--- src/rtl/xl_rect_fill_pkg.sv ---
// Shared definitions for the XL rectangle-fill path:
// FSM state encodings and the frame-buffer address packing.
package xl_rect_fill_pkg;

  localparam int XL_X_BITS = 10;
  localparam int XL_Y_BITS = 10;
  localparam int XL_ADDR_BITS = XL_X_BITS + XL_Y_BITS;

  typedef enum logic [1:0] {
    ST_IDLE,
    ST_SETUP,
    ST_FILL,
    ST_DONE
  } xl_state_e;

  // Frame-buffer address is row-major: {y, x}.
  function automatic logic [XL_ADDR_BITS-1:0] xl_pack_addr(
    input logic [XL_Y_BITS-1:0] y,
    input logic [XL_X_BITS-1:0] x
  );
    return {y, x};
  endfunction

endpackage

--- src/rtl/xl_raster_counter.sv ---
// Bounded 2-D raster counter: walks x from xmin to xmax,
// then wraps x and advances y, until (xmax, ymax).
module xl_raster_counter #(
  parameter int X_BITS = 10,
  parameter int Y_BITS = 10
) (
  input  logic              clk,
  input  logic              rst,
  input  logic              load_i,
  input  logic              step_i,
  input  logic [X_BITS-1:0] xmin_i,
  input  logic [X_BITS-1:0] xmax_i,
  input  logic [Y_BITS-1:0] ymin_i,
  input  logic [Y_BITS-1:0] ymax_i,
  output logic [X_BITS-1:0] nxt_x_o,
  output logic [Y_BITS-1:0] nxt_y_o,
  output logic              last_o
);

  logic [X_BITS-1:0] xmin_q, xmax_q, cur_x_q;
  logic [Y_BITS-1:0] ymax_q, cur_y_q;

  // Position following the current one in raster order.
  always_comb begin
    nxt_x_o = cur_x_q + X_BITS'(1);
    nxt_y_o = cur_y_q;
    if (cur_x_q == xmax_q) begin
      nxt_x_o = xmin_q;
      nxt_y_o = cur_y_q + Y_BITS'(1);
    end
  end

  assign last_o = (cur_x_q == xmax_q) && (cur_y_q == ymax_q);

  // Latch bounds on load, advance one pixel per step.
  always_ff @(posedge clk) begin
    if (rst) begin
      xmin_q  <= '0;
      xmax_q  <= '0;
      ymax_q  <= '0;
      cur_x_q <= '0;
      cur_y_q <= '0;
    end else if (load_i) begin
      xmin_q  <= xmin_i;
      xmax_q  <= xmax_i;
      ymax_q  <= ymax_i;
      cur_x_q <= xmin_i;
      cur_y_q <= ymin_i;
    end else if (step_i) begin
      cur_x_q <= nxt_x_o;
      cur_y_q <= nxt_y_o;
    end
  end

endmodule

--- src/rtl/xl_rect_fill.sv ---
// XL rectangle fill: accepts one clipped fill command and
// emits one frame-buffer write per cycle in raster order.
module xl_rect_fill
  import xl_rect_fill_pkg::*;
#(
  parameter int PIXEL_WIDTH = 32,
  parameter int X_BITS      = XL_X_BITS,
  parameter int Y_BITS      = XL_Y_BITS,
  parameter int H_VISIBLE   = 800,
  parameter int V_VISIBLE   = 600,
  parameter int ADDR_WIDTH  = X_BITS + Y_BITS
) (
  input  logic                   clk,
  input  logic                   rst,
  input  logic                   cmd_valid,
  output logic                   cmd_ready,
  input  logic [X_BITS-1:0]      cmd_x0,
  input  logic [Y_BITS-1:0]      cmd_y0,
  input  logic [X_BITS-1:0]      cmd_x1,
  input  logic [Y_BITS-1:0]      cmd_y1,
  input  logic [PIXEL_WIDTH-1:0] cmd_color,
  output logic                   XL_wr_en,
  output logic [ADDR_WIDTH-1:0]  XL_wr_addr,
  output logic [PIXEL_WIDTH-1:0] XL_wr_data,
  output logic                   busy,
  output logic                   done
);

  localparam logic [X_BITS-1:0] X_LAST = X_BITS'(H_VISIBLE - 1);
  localparam logic [Y_BITS-1:0] Y_LAST = Y_BITS'(V_VISIBLE - 1);
  localparam logic [X_BITS:0]   X_LIM  = (X_BITS+1)'(H_VISIBLE);
  localparam logic [Y_BITS:0]   Y_LIM  = (Y_BITS+1)'(V_VISIBLE);

  xl_state_e state_q;

  logic [X_BITS-1:0]      x0_q, x1_q;
  logic [Y_BITS-1:0]      y0_q, y1_q;
  logic [PIXEL_WIDTH-1:0] color_q;
  logic                   wr_en_q;
  logic [ADDR_WIDTH-1:0]  addr_q;
  logic [PIXEL_WIDTH-1:0] data_q;
  logic                   done_q;

  logic [X_BITS-1:0] xmin, xmax;
  logic [Y_BITS-1:0] ymin, ymax;
  logic              empty;

  logic [X_BITS-1:0] nxt_x;
  logic [Y_BITS-1:0] nxt_y;
  logic              last;
  logic              cnt_load, cnt_step;

  // Order the latched corners and clip to the visible area.
  always_comb begin
    xmin = (x0_q < x1_q) ? x0_q : x1_q;
    xmax = (x0_q < x1_q) ? x1_q : x0_q;
    ymin = (y0_q < y1_q) ? y0_q : y1_q;
    ymax = (y0_q < y1_q) ? y1_q : y0_q;
    if (xmax > X_LAST) xmax = X_LAST;
    if (ymax > Y_LAST) ymax = Y_LAST;
    empty = ({1'b0, xmin} >= X_LIM) ||
            ({1'b0, ymin} >= Y_LIM);
  end

  assign cnt_load = (state_q == ST_SETUP) && !empty;
  assign cnt_step = (state_q == ST_FILL) && !last;

  xl_raster_counter #(
    .X_BITS (X_BITS),
    .Y_BITS (Y_BITS)
  ) u_cnt (
    .clk     (clk),
    .rst     (rst),
    .load_i  (cnt_load),
    .step_i  (cnt_step),
    .xmin_i  (xmin),
    .xmax_i  (xmax),
    .ymin_i  (ymin),
    .ymax_i  (ymax),
    .nxt_x_o (nxt_x),
    .nxt_y_o (nxt_y),
    .last_o  (last)
  );

  // Command FSM with registered write-port outputs.
  always_ff @(posedge clk) begin
    if (rst) begin
      state_q <= ST_IDLE;
      x0_q    <= '0;
      y0_q    <= '0;
      x1_q    <= '0;
      y1_q    <= '0;
      color_q <= '0;
      wr_en_q <= 1'b0;
      addr_q  <= '0;
      data_q  <= '0;
      done_q  <= 1'b0;
    end else begin
      unique case (state_q)
        ST_IDLE: begin
          if (cmd_valid) begin
            x0_q    <= cmd_x0;
            y0_q    <= cmd_y0;
            x1_q    <= cmd_x1;
            y1_q    <= cmd_y1;
            color_q <= cmd_color;
            state_q <= ST_SETUP;
          end
        end
        ST_SETUP: begin
          if (empty) begin
            done_q  <= 1'b1;
            state_q <= ST_DONE;
          end else begin
            wr_en_q <= 1'b1;
            addr_q  <= xl_pack_addr(ymin, xmin);
            data_q  <= color_q;
            state_q <= ST_FILL;
          end
        end
        ST_FILL: begin
          if (last) begin
            wr_en_q <= 1'b0;
            done_q  <= 1'b1;
            state_q <= ST_DONE;
          end else begin
            addr_q <= xl_pack_addr(nxt_y, nxt_x);
          end
        end
        ST_DONE: begin
          done_q  <= 1'b0;
          state_q <= ST_IDLE;
        end
        default: state_q <= ST_IDLE;
      endcase
    end
  end

  assign cmd_ready  = (state_q == ST_IDLE);
  assign busy       = (state_q != ST_IDLE);
  assign done       = done_q;
  assign XL_wr_en   = wr_en_q;
  assign XL_wr_addr = addr_q;
  assign XL_wr_data = data_q;

endmodule

--- config.mk ---
export PLATFORM = sky130hd
export DESIGN_NAME = xl_rect_fill
export DESIGN_NICKNAME = d
export VERILOG_FILES = /design/src/rtl/xl_rect_fill_pkg.sv /design/src/rtl/xl_raster_counter.sv /design/src/rtl/xl_rect_fill.sv
export SDC_FILE = /design/constraint.sdc
export NUM_CORES = 1
export LEC_CHECK = 0
export ABC_AREA = 0
export CORE_MARGIN = 1
export CORE_UTILIZATION = 40
export DETAILED_ROUTE_END_ITERATION = 10
export GPL_ROUTABILITY_DRIVEN = 0
export PLACE_DENSITY = 0.64
export SYNTH_ARGS = -nofsm -noshare
export SYNTH_HDL_FRONTEND = slang
export SYNTH_SLANG_ARGS = --single-unit
--- constraint.sdc ---
create_clock -name clk -period 2.95 [get_ports clk]
set_input_delay 0.295 -clock clk [delete_from_list [all_inputs] [get_ports clk]]
set_output_delay 0.295 -clock clk [all_outputs]
set_load 0.005 [all_outputs]
==> run_summary.xml, run 1 <==
<?xml version="1.0" encoding="UTF-8"?>
<metrics>
  <group name="grt">
    <metric name="globalRouteTotalUtil" unit="">0.2242</metric>
    <metric name="via_count_of_the_first_global_routing_pass" unit="">7560</metric>
    <metric name="grt_pass1_wl" unit="mm">39.71</metric>
    <metric name="antenna_found_initial" unit="">0</metric>
    <metric name="overflow" unit="">0</metric>
    <metric name="maximum_number_of_pins_on_one_net_before_global_route_repair" unit="">157</metric>
  </group>
  <group name="run">
    <metric name="timing.max_cap.violations" unit="">0</metric>
  </group>
  <group name="floorplanning">
    <metric name="rows" unit="">53</metric>
    <metric name="io_pins" unit="">131</metric>
    <metric name="floorplan.die_area" unit="sq um">22430</metric>
    <metric name="fp.coreArea" unit="sq um">21220</metric>
    <metric name="floorplan.initialDensity" unit="">0.4116</metric>
    <metric name="die_x" unit="microns">149.8</metric>
    <metric name="die_h" unit="microns">149.8</metric>
  </group>
  <group name="clocking">
    <metric name="cts.reportedPaths.clkPinSlew" unit="ps">70</metric>
    <metric name="clock_tree.root_cell" unit="">sky130_fd_sc_hd__clkbuf_16</metric>
    <metric name="total_of_hold_buffers_inserted_after_clock_tree_synthesis" unit="">0</metric>
    <metric name="cts_htree_levels" unit="">4</metric>
    <metric name="number_of_sinks_on_the_clock_net" unit="">178</metric>
    <metric name="clock_path_buffers" unit="">2</metric>
    <metric name="clkLatencyLatePin" unit="ps">440</metric>
    <metric name="numCtsBuffers" unit="">17</metric>
    <metric name="cts_tree" unit="">done</metric>
  </group>
  <group name="power">
    <metric name="cellLeakagePower" unit="nW">4.125</metric>
    <metric name="power.density_cell_area" unit="nW/um^2">1015</metric>
    <metric name="ir_drop" unit="uV">502.4</metric>
  </group>
  <group name="route">
    <metric name="wl_met3" unit="mm">2.290</metric>
    <metric name="via_per_inst" unit="">5.475</metric>
    <metric name="route.final.wire_length" unit="mm">24.46</metric>
    <metric name="met2WireLength" unit="mm">10.58</metric>
    <metric name="routed.top_layer" unit="">met4</metric>
    <metric name="drt-wirelength-per-cell" unit="microns">16.37</metric>
    <metric name="remaining_drc_errors" unit="">0</metric>
    <metric name="dr_total_vias" unit="">8179</metric>
    <metric name="drt_first_pass_iters" unit="">5</metric>
    <metric name="first_iter_violations" unit="">540</metric>
    <metric name="wl_met1" unit="mm">11.36</metric>
    <metric name="final_antenna_net_count" unit="">0</metric>
  </group>
  <group name="setup_path">
    <metric name="crit_chain" unit="">inv_1 &gt; ha_1 &gt; nand4_2 &gt; a211oi_2 &gt; or3_4 &gt; nor3_4 &gt; or3_1 &gt; buf_4 &gt; or4_1 &gt; a21oi_1</metric>
    <metric name="critPathSlowestCell" unit="">sky130_fd_sc_hd__or4_1</metric>
    <metric name="crit_path_end_kind" unit="">register</metric>
    <metric name="crit_required" unit="ps">3300</metric>
    <metric name="ff2ff_path_depth" unit="">10</metric>
    <metric name="timing_worst_setup_path_type" unit="">reg -&gt; reg</metric>
    <metric name="rr_startpoint" unit="">y1_q[7]$_SDFFE_PP0P_</metric>
    <metric name="start_kind" unit="">register</metric>
    <metric name="cp_num_buf_inv" unit="">2</metric>
    <metric name="cp_data_arrival_time" unit="ps">3150</metric>
    <metric name="worst-r2r-setup-slack" unit="ps">150</metric>
    <metric name="cp_slowest_stage_delay" unit="ps">520</metric>
    <metric name="r2r-end" unit="">u_cnt.ymax_q[5]$_SDFFE_PP0P_</metric>
    <metric name="critical_path.top_delay_family" unit="">simple AND/OR/NAND/NOR gates</metric>
    <metric name="critical_path.max_fanout" unit="">19</metric>
  </group>
  <group name="cells_and_area">
    <metric name="final_layout_size_suffix_gt1_frac" unit="">0.09844</metric>
    <metric name="area_growth_syn_to_layout" unit="%">27.42</metric>
    <metric name="nFillCells" unit="">2104</metric>
    <metric name="final_cells" unit="">1494</metric>
    <metric name="final_core_utilization" unit="">0.5245</metric>
    <metric name="diodes" unit="">0</metric>
    <metric name="stdcell_area" unit="sq um">11130</metric>
    <metric name="num-nets-final" unit="">1305</metric>
  </group>
  <group name="synthesis">
    <metric name="yosys_register_bits" unit="">178</metric>
    <metric name="synth-edff-count" unit="">0</metric>
    <metric name="yosysWarnings" unit="">0</metric>
    <metric name="syn-cell-area" unit="sq um">8735</metric>
    <metric name="synthesized_netlist_net_count" unit="">1191</metric>
    <metric name="async_flop_share" unit="">0</metric>
    <metric name="synth_seq_area_share" unit="">0.4080</metric>
    <metric name="syn-mean-instance-area" unit="sq um">7.999</metric>
    <metric name="synth_top_flop_cell" unit="">sky130_fd_sc_hd__dfxtp_1</metric>
    <metric name="synth_cell_types" unit="">61</metric>
    <metric name="synthCells" unit="">1092</metric>
  </group>
  <group name="sta">
    <metric name="finalSetupViolations" unit="">0</metric>
    <metric name="maxSlewViolCount" unit="">0</metric>
    <metric name="worst_clock_skew" unit="ps">13.06</metric>
    <metric name="layout_worst_path_cycle_share" unit="">0.9488</metric>
    <metric name="final_hold_viol_count" unit="">0</metric>
    <metric name="fmax" unit="MHz">357.3</metric>
    <metric name="tightestPinTransition" unit="ps">842.1</metric>
    <metric name="min_period" unit="ps">2799</metric>
    <metric name="worst_slew_margin_rel" unit="">0.4386</metric>
    <metric name="final.setup.tns" unit="ps">0</metric>
  </group>
  <group name="placement">
    <metric name="dpl-instance-area" unit="sq um">10470</metric>
    <metric name="port_buffers" unit="">130</metric>
    <metric name="hpwlAfterDp" unit="mm">16.88</metric>
    <metric name="placed_cells" unit="">1458</metric>
  </group>
  <group name="hold_path">
    <metric name="worstHoldStart" unit="">rst</metric>
    <metric name="hold-path-cell-count" unit="">3</metric>
    <metric name="hold_path_class" unit="">in -&gt; reg</metric>
    <metric name="min_to" unit="">done$_SDFFE_PP0P_</metric>
  </group>
  <group name="outcome">
    <metric name="outcome" unit="">finished, final reports clean</metric>
  </group>
</metrics>
==> placed cells by master, fill, tap and decap left out, types with 7 or more instances in the layout <==
master,count
sky130_fd_sc_hd__nor2_1,33
sky130_fd_sc_hd__dfxtp_1,178
sky130_fd_sc_hd__clkbuf_16,17
sky130_fd_sc_hd__inv_1,27
sky130_fd_sc_hd__xor2_1,16
sky130_fd_sc_hd__o2111ai_1,7
sky130_fd_sc_hd__xnor2_1,27
sky130_fd_sc_hd__a31oi_1,12
sky130_fd_sc_hd__o21a_1,14
sky130_fd_sc_hd__nor4_1,10
sky130_fd_sc_hd__nor3_1,21
sky130_fd_sc_hd__o211a_1,8
sky130_fd_sc_hd__clkdlybuf4s50_1,129
sky130_fd_sc_hd__nand3_1,59
sky130_fd_sc_hd__o21ai_0,65
sky130_fd_sc_hd__nand2_1,179
sky130_fd_sc_hd__a21oi_1,176
sky130_fd_sc_hd__buf_4,52
sky130_fd_sc_hd__a21o_1,7
sky130_fd_sc_hd__ha_1,24
sky130_fd_sc_hd__mux2i_1,25
sky130_fd_sc_hd__a211oi_1,12
==> cells by family (layout without fill, tap and decap cells) <==
logic type,count (synthesis),in the layout,synth area share
fa+ha+maj,24,24,0.03438
flops,178,178,0.4080
xor+xnor,43,43,0.04312
mux,30,30,0.03495
simple gates,345,345,0.1796
buf+inv,119,246,0.05544
compound gates,353,353,0.2445
==> worst min-delay path, stage by stage <==
cell and delay, ps:
sky130_fd_sc_hd__buf_4 130, sky130_fd_sc_hd__nor2b_1 100, sky130_fd_sc_hd__mux2_2 140
==> per-layer routing <==
metal / up-vias / track usage
met5: - / 0
met4: 0 / 0.05000
met3: 20 / 0.07744
met2: 269 / 0.3289
met1: 3806 / 0.3134
li1: 4084 / -
==> registers in the layout, summed over array words and instances (netlist names), 10 cells and up <==
| name | cells |
|---|---|
| x1_q | 10 |
| u_cnt.ymax_q | 10 |
| color_q | 32 |
| u_cnt.cur_x_q | 10 |
| y0_q | 10 |
| u_cnt.xmin_q | 10 |
| XL_wr_data | 32 |
| y1_q | 10 |
| u_cnt.xmax_q | 10 |
| u_cnt.cur_y_q | 10 |
| XL_wr_addr | 20 |
| x0_q | 10 |
==> area by class of cell <==
type | instances | area, sq um | area share
Multi-Input combinational cell | 795 | 4732 | 0.4252
Clock inverter | 15 | 166.4 | 0.01495
Timing Repair Buffer | 187 | 1797 | 0.1614
Tap cell | 275 | 344.1 | 0.03092
Clock buffer | 17 | 425.4 | 0.03822
Inverter | 27 | 101.3 | 0.009106
Sequential cell | 178 | 3563 | 0.3202
==> Yosys cell counts (3+ instances only) <==
cell | number | area, sq um
sky130_fd_sc_hd__nand3_1 | 59 | 295.3
sky130_fd_sc_hd__o21a_1 | 14 | 105.1
sky130_fd_sc_hd__xnor2_1 | 27 | 236.5
sky130_fd_sc_hd__a21o_1 | 7 | 52.55
sky130_fd_sc_hd__mux2_2 | 4 | 45.04
sky130_fd_sc_hd__nand2_1 | 181 | 679.4
sky130_fd_sc_hd__a211oi_1 | 12 | 90.09
sky130_fd_sc_hd__ha_1 | 24 | 300.3
sky130_fd_sc_hd__o21ai_0 | 66 | 330.3
sky130_fd_sc_hd__nor2_1 | 35 | 131.4
sky130_fd_sc_hd__and2_1 | 5 | 31.28
sky130_fd_sc_hd__a21boi_0 | 5 | 37.54
sky130_fd_sc_hd__buf_4 | 3 | 22.52
sky130_fd_sc_hd__a311oi_1 | 4 | 35.03
sky130_fd_sc_hd__a31oi_1 | 12 | 75.07
sky130_fd_sc_hd__o211ai_1 | 6 | 45.04
sky130_fd_sc_hd__o211a_1 | 8 | 80.08
sky130_fd_sc_hd__nand2b_1 | 4 | 25.02
sky130_fd_sc_hd__or3_1 | 5 | 31.28
sky130_fd_sc_hd__dfxtp_1 | 178 | 3563
sky130_fd_sc_hd__nor3_2 | 3 | 30.03
sky130_fd_sc_hd__inv_1 | 27 | 101.4
sky130_fd_sc_hd__o2111ai_1 | 7 | 61.31
sky130_fd_sc_hd__nor3_1 | 22 | 110.1
sky130_fd_sc_hd__mux2i_1 | 26 | 260.3
sky130_fd_sc_hd__a41oi_1 | 3 | 26.28
sky130_fd_sc_hd__nand4_1 | 6 | 37.54
sky130_fd_sc_hd__buf_2 | 21 | 105.1
sky130_fd_sc_hd__clkbuf_1 | 55 | 206.5
sky130_fd_sc_hd__a41o_1 | 6 | 60.06
sky130_fd_sc_hd__buf_1 | 13 | 48.80
sky130_fd_sc_hd__nor4_1 | 10 | 62.56
sky130_fd_sc_hd__xor2_1 | 16 | 140.1
sky130_fd_sc_hd__a21oi_1 | 177 | 885.9
sky130_fd_sc_hd__o31ai_1 | 7 | 52.55
==> power breakdown <==
| group | leakage (nW) | switching [mW] | internal, mW |
|---|---|---|---|
| Clock | 0.282 | 1.06 | 1.21 |
| Combinational | 2.39 | 3.14 | 2.32 |
| Sequential | 1.46 | 0.530 | 3.03 |
==> stage by stage <==
| stage | setup WS, ps | power (mW) | hold slack [ps] |
|---|---|---|---|
| 2_1_floorplan | 395.5 | 7.164 | 431.0 |
| 3_3_place_gp | 150.3 | 8.868 | 444.7 |
| 3_5_place_dp | 76.43 | 8.908 | 447.0 |
| 4_1_cts | 26.38 | 11.20 | 250.8 |
| 5_1_grt | -17.64 | 12.09 | 302.6 |
| 6_report | 150.9 | 11.29 | 263.7 |
==> worst max path at each step <==
stage                         startpoint                            end  slack (ps)  cells past startpoint
floorplan           y1_q[9]$_SDFFE_PP0P_  u_cnt.cur_y_q[6]$_SDFFE_PP0P_         400                     13
global placement    y1_q[7]$_SDFFE_PP0P_    XL_wr_data[12]$_SDFFE_PP0P_         150                     11
detailed placement  y1_q[7]$_SDFFE_PP0P_    XL_wr_data[12]$_SDFFE_PP0P_          80                     11
CTS                 y1_q[7]$_SDFFE_PP0P_    XL_wr_data[11]$_SDFFE_PP0P_          30                     11
global route        y1_q[4]$_SDFFE_PP0P_   u_cnt.ymax_q[3]$_SDFFE_PP0P_         -20                     11
finish              y1_q[7]$_SDFFE_PP0P_   u_cnt.ymax_q[5]$_SDFFE_PP0P_         150                     10
==> timing repair <==
action / 4_1_cts / 5_1_grt
setup buffers: 0 / 4
gates resized for setup: 0 / 10
setup endpoints to repair: 0 / 63
Power figures use the tool's default switching activity.
==> run 2: changes to the inputs <==
--- a/config.mk
+++ b/config.mk
@@ -6,7 +6,6 @@
 export NUM_CORES = 1
 export LEC_CHECK = 0
 export ABC_AREA = 0
-export CORE_MARGIN = 1
 export CORE_UTILIZATION = 40
 export DETAILED_ROUTE_END_ITERATION = 10
 export GPL_ROUTABILITY_DRIVEN = 0
==> results of run 2 <==
The final DEF is identical to that of run 1; final timing and power are the same.
==> run 3: changes to the inputs <==
--- a/config.mk
+++ b/config.mk
@@ -6,6 +6,7 @@
 export NUM_CORES = 1
 export LEC_CHECK = 0
 export ABC_AREA = 0
+export ABC_CLOCK_PERIOD_IN_PS = 2950
 export CORE_UTILIZATION = 40
 export DETAILED_ROUTE_END_ITERATION = 10
 export GPL_ROUTABILITY_DRIVEN = 0
==> results of run 3 <==
The final DEF is identical to that of run 1; final timing and power are the same.
==> RTL edit 1, RTL diff (settings of run 2) <==
Set the parameter `PIXEL_WIDTH` to 24 (it was 32).
--- a/src/rtl/xl_rect_fill.sv
+++ b/src/rtl/xl_rect_fill.sv
@@ -4,5 +4,5 @@
   import xl_rect_fill_pkg::*;
 #(
-  parameter int PIXEL_WIDTH = 32,
+  parameter int PIXEL_WIDTH = 24,
   parameter int X_BITS      = XL_X_BITS,
   parameter int Y_BITS      = XL_Y_BITS,
Interface: changed (resized XL_wr_data and cmd_color); port bits go from 131 to 115. No check against the original RTL was run, so the function may have changed too.
==> RTL edit 1 against run 2 <==
Synthesized area shrank 5.4%. Wire length fell by 2.3%. Cell area fell by 6.3%. Core utilization is 0.88 points lower. Worst setup slack better by 0.060 ns. Cell count down 4.4%. Sequential cell count decreased by 16. Power fell by 14%. Clock skew rose by 0.0018 ns. Maximum frequency is 2.2% higher. Non-clock buffer count fell by 14. Sequential share of layout area decreased by 0.94 points. Critical path depth stayed put. Critical endpoint is now u_cnt.ymax_q[3]$_SDFFE_PP0P_.
==> RTL edit 1: results (changes against run 2) <==
stage	metric	value	unit	change
hold_path	hp-class	input pin to register		
yosys	yosys-top-cells-count	nand2_1, dfxtp_1, a21oi_1, nand3_1, clkbuf_1		
sta	final.setup_skew	0.01487	ns	+0.001813 ns
clock_tree	clk_pin_slew_worst_paths	0.06	ns	
power_and_ir_drop	static-leakage-power	3.976	nW	-3.6%
placed_design	hpwl	16.99	mm	+0.65%
global_route	gr-usage-met2	33.83	%	+0.93 points
setup_path	cp.arrival	3.10	ns	-0.05 ns
clock_tree	htree_levels	4		unchanged
hold_path	holdPathStages	2		-1
clock_tree	cts_resized	0		unchanged
power_and_ir_drop	irDropWorstVdd	424.8	uV	-15%
placed_design	place_area	9811	um2	-6.3%
yosys	ys_top_cells_by_area	dfxtp_1, a21oi_1, nand2_1		
global_route	grt_max_degree	45		-71%
routing	dr.pass1.iters	7		+2
placed_design	port_buffers	114		-12%
power_and_ir_drop	p_per_area	927.6	nW/um2	-8.6%
finish	post-route-cell-area	10430	um2	-6.3%
routing	wl	23.91	mm	-2.3%
sta	fin_crit_sh	92.86	%	-2.0 points
yosys	synth_nets	1132		-5.0%
yosys	ys.flop_type	dfxtp_1		
global_route	grt_pass1_vias	7440		-1.6%
setup_path	critPathLaunch	y1_q[4]$_SDFFE_PP0P_		
yosys	synth.distinct_cells	57		-6.6%
hold_path	hold-path-endpoint	state_q[1]$_SDFFE_PP0P_		
finish	num-fill-cells	1963		-6.7%
hold_path	worstHoldStart	rst		
power_and_ir_drop	powerSeq	3.13	mW	-12%
sta	timing.hold.ws	0.3088	ns	+0.04512 ns
power_and_ir_drop	pwr-share-clk	23.9	%	+3.8 points
finish	layout-drive-gt1-share	10.27	%	+0.42 points
global_route	use_met3	5.361	%	-2.4 points
status	outcome	complete, no violations		
routing	route.detailed.wl_per_inst	16.73	um	+2.2%
placed_design	place_inst	1397		-4.2%
finish	fin_nets	1237		-5.2%
global_route	grt_util_met1	33.99	%	+2.7 points
sta	slew-limit-headroom	50.76	%	+6.9 points
power_and_ir_drop	p_switching	3.878	mW	-18%
setup_path	critPathMaxFanout	15		-4
yosys	seq_area_frac_synth	39.24	%	-1.6 points
setup_path	reg2reg_slack	0.21	ns	+0.06 ns
setup_path	cp-endpoint	u_cnt.ymax_q[3]$_SDFFE_PP0P_		
clock_tree	hold_buffers	0		unchanged
global_route	grt_usage	23.25	%	+0.83 points
routing	drt_iter0_markers	478		-11%
routing	vias_per_cell	5.510		+0.65%
setup_path	critical_path.max_stage_delay	0.53	ns	
yosys	syn_area_per_cell	7.939	um2	-0.75%
placed_design	dp_worst_setup_slack	0.2196	ns	+0.1432 ns
global_route	grt_first_pass_wirelength	39.72	mm	about the same
==> RTL edit 1: cell count changes after synthesis, sizes merged, moves of 9 or more <==
cell and change:
a41oi +10, dfxtp -16, nand3 +13, a21oi -18, mux2i -11, nor3 -9
==> RTL edit 1: kinds of logic (layout without fill, tap and decap cells) <==
family          Yosys count  count (layout)  synth area share [%]
simple gates            351             351                 19.65
xor+xnor                 42              42                 4.451
compound gates          330             330                 24.94
flops                   162             162                 39.24
fa+ha+maj                24              24                 3.634
mux                      17              17                 2.089
buf+inv                 115             233                 5.995
==> RTL edit 1: final cells by class <==
type	instances	area share, %
Clock buffer	20	4.473
Clock inverter	12	1.487
Inverter	28	1.007
Multi-Input combinational cell	764	43.55
Sequential cell	162	31.08
Tap cell	270	3.238
Timing Repair Buffer	173	15.16
==> RTL edit 1: per-layer routing <==
layer / routed length [um] / vias to the layer above
li1: - / 3906
met1: 11750 / 3695
met2: 10230 / 248
met3: 1564 / 25
met4: 368 / 0
met5: 0 / -
==> RTL edit 2, RTL diff (flow settings as in run 2) <==
Made on the original files. Make the reset (`rst`) asynchronous in 2 clocked blocks.
--- a/src/rtl/xl_raster_counter.sv
+++ b/src/rtl/xl_raster_counter.sv
@@ -34,5 +34,5 @@
 
   // Latch bounds on load, advance one pixel per step.
-  always_ff @(posedge clk) begin
+  always_ff @(posedge clk or posedge rst) begin
     if (rst) begin
       xmin_q  <= '0;
--- a/src/rtl/xl_rect_fill.sv
+++ b/src/rtl/xl_rect_fill.sv
@@ -84,5 +84,5 @@
 
   // Command FSM with registered write-port outputs.
-  always_ff @(posedge clk) begin
+  always_ff @(posedge clk or posedge rst) begin
     if (rst) begin
       state_q <= ST_IDLE;
Behaviour: differs if rst is asserted again (counterexample within 4 cycles, from zero or initial values and one cycle with rst high); with rst held inactive, the same outputs for 4 cycles.
==> RTL edit 2 against run 2 <==
Synthesized area increased by 3.0%. Maximum frequency fell by 0.83%. Sequential cell count unchanged. Global-route usage is 4.1 points lower. Cell area is 5.4% higher. Core utilization up 0.99 points. Critical path depth grew 1. Wire length fell by 17%. Largest cell class is now flip-flops and latches. Power increased by 41%. Synthesized cell count fell by 31%. The run now ends with design-rule violations left. Worst setup slack lost 0.023 ns.
==> RTL edit 2: results (changes against run 2) <==
stage	metric	value	unit	change
status	outcome	finished, violations left		
status	violations	design-rule violations		
routing	dr.pass1.iters	8		+3
placed_design	place_area	10940	um2	+4.4%
global_route	grt_pass1_vias	6401		-15%
setup_path	critical_path.max_stage_delay	0.41	ns	-0.11 ns
sta	slew-limit-headroom	35.05	%	-8.8 points
yosys	yosys-top-cells-count	dfrtp_1, mux2_2, mux2i_1, nand2_1, inv_1		
routing	route.detailed.wl_per_inst	16.82	um	+2.8%
finish	layout-drive-gt1-share	26.49	%	+17 points
yosys	syn_area_per_cell	11.98	um2	+50%
yosys	muxShareOfSynthArea	25.66	%	+22 points
clock_tree	htree_levels	4		unchanged
setup_path	reg2reg_depth	11		+1
clock_tree	root_buffer	clkbuf_16		
yosys	seq_area_frac_synth	49.49	%	+8.7 points
global_route	grt_max_degree	93		-41%
global_route	grt_usage	18.32	%	-4.1 points
sta	period_minus_slack	2.822	ns	+0.02333 ns
hold_path	hp-class	input pin to async pin		
clock_tree	numCtsBuffers	17		unchanged
yosys	ys_async_sr_fraction	100.0	%	+100 points
setup_path	cp_slowest_cell	dfrtp_1		
placed_design	hpwl	14.29	mm	-15%
setup_path	critPathMaxFanout	13		-6
routing	drt_iter0_markers	224		-59%
setup_path	r2r-start	y1_q[7]$_DFFE_PP0P_		
global_route	grt_first_pass_wirelength	33.68	mm	-15%
routing	wl_met2	8.889	mm	-16%
sta	final.setup_skew	0.01500	ns	+0.001941 ns
setup_path	rr_endpoint	u_cnt.cur_y_q[7]$_DFFE_PP0P_		
routing	highest-signal-layer	met4		
setup_path	cp_top_family	compound AO/OA/AOI/OAI gates		
yosys	synth.distinct_cells	47		-23%
routing	drt-met1-wl	9.584	mm	-16%
power_and_ir_drop	static-leakage-power	5.113	nW	+24%
placed_design	place_inst	1165		-20%
setup_path	reg2reg_slack	0.13	ns	-0.02 ns
placed_design	dp_worst_setup_slack	-0.01989	ns	-0.09632 ns
routing	wl	20.27	mm	-17%
routing	drc_errors	10		+10
routing	vias_per_cell	5.212		-4.8%
global_route	antenna_found_initial	0		unchanged
finish	fin_nets	1011		-23%
setup_path	critPathLaunch	y1_q[7]$_DFFE_PP0P_		
finish	num-fill-cells	1899		-9.7%
yosys	synth-compound-area-share	7.827	%	-17 points
setup_path	cp.arrival	3.14	ns	about the same
yosys	ys_top_cells_by_area	dfrtp_1, mux2_2, mux2i_1		
yosys	synth_xor_area_share	4.477	%	+0.16 points
power_and_ir_drop	irDropWorstVdd	669.9	uV	+33%
yosys	synth_fa_ha_area_share	3.337	%	-0.10 points
yosys	synth_nets	850		-29%
routing	route.met3.wl	1.555	mm	-32%
## RTL edit 2: changes by cell type after synthesis, sizes merged, moves of 47 or more
cell and delta:
a21oi -150, mux2 +146, dfrtp +178, dfxtp -178, nand2 -146, o21ai -51, nand3 -47
## RTL edit 2: cells by family (layout without fill, tap and decap cells)
| group | Yosys count | after routing |
|---|---|---|
| xor+xnor | 46 | 46 |
| mux | 212 | 212 |
| compound gates | 106 | 106 |
| buf+inv | 74 | 248 |
| fa+ha+maj | 24 | 24 |
| flops | 178 | 178 |
| simple gates | 111 | 111 |
## RTL edit 2: worst register-to-register path, cell delays in order (launching register included)
cell and delay [ns]:
dfrtp_1 0.41, inv_1 0.12, ha_4 0.21, a21oi_1 0.15, nor2_1 0.06, a2111o_1 0.40, or2_4 0.28, a2111oi_4 0.30
buf_6 0.18, nand2_8 0.09, clkbuf_16 0.22, mux2_2 0.28
## RTL edit 2: how the worst min path moves through the flow
stage | startpoint | end | slack, ns
floorplan | cmd_x0[4] | x0_q[4]$_DFFE_PP0P_ | 0.45
global placement | XL_wr_addr[6]$_DFFE_PP0P_ | XL_wr_addr[6]$_DFFE_PP0P_ | 0.48
detailed placement | XL_wr_addr[14]$_DFFE_PP0P_ | XL_wr_addr[14]$_DFFE_PP0P_ | 0.48
CTS | rst | color_q[10]$_DFFE_PP0P_ | 0.37
global route | rst | color_q[10]$_DFFE_PP0P_ | 0.38
finish | rst | color_q[10]$_DFFE_PP0P_ | 0.33
## RTL edit 2: metal layers
| metal | global-route usage [%] | up-vias |
|---|---|---|
| met5 | 0 | - |
| met3 | 6.902 | 21 |
| li1 | - | 3025 |
| met4 | 5.491 | 0 |
| met2 | 27.71 | 145 |
| met1 | 24.36 | 3090 |
## RTL edit 2: power by group
group	switching, mW	leakage [nW]	total (mW)	internal [mW]
clock	1.13	0.293	2.28	1.15
sequential	0.924	2.11	4.67	3.75
combinational	4.16	2.71	8.99	4.83
## RTL edit 2: layout make-up
class / instances / area (um2) / share of cell area (%)
inverters: 32 / 123.9 / 1.056
flip-flops and latches: 178 / 4454 / 37.96
well taps: 280 / 350.3 / 2.985
clock inverters: 15 / 190.2 / 1.621
multi-input cells: 499 / 4323 / 36.84
clock buffers: 17 / 425.4 / 3.625
repair buffers: 184 / 1868 / 15.92
## RTL edit 2: repair_timing
item / 4_1_cts / 5_1_grt
endpoints found under the hold margin: 0 / 0
buffers inserted: 1 / 5
cloned: 0 / 2
setup endpoints to repair: 9 / 98
pin swaps: 2 / 4
gates resized for setup: 4 / 15
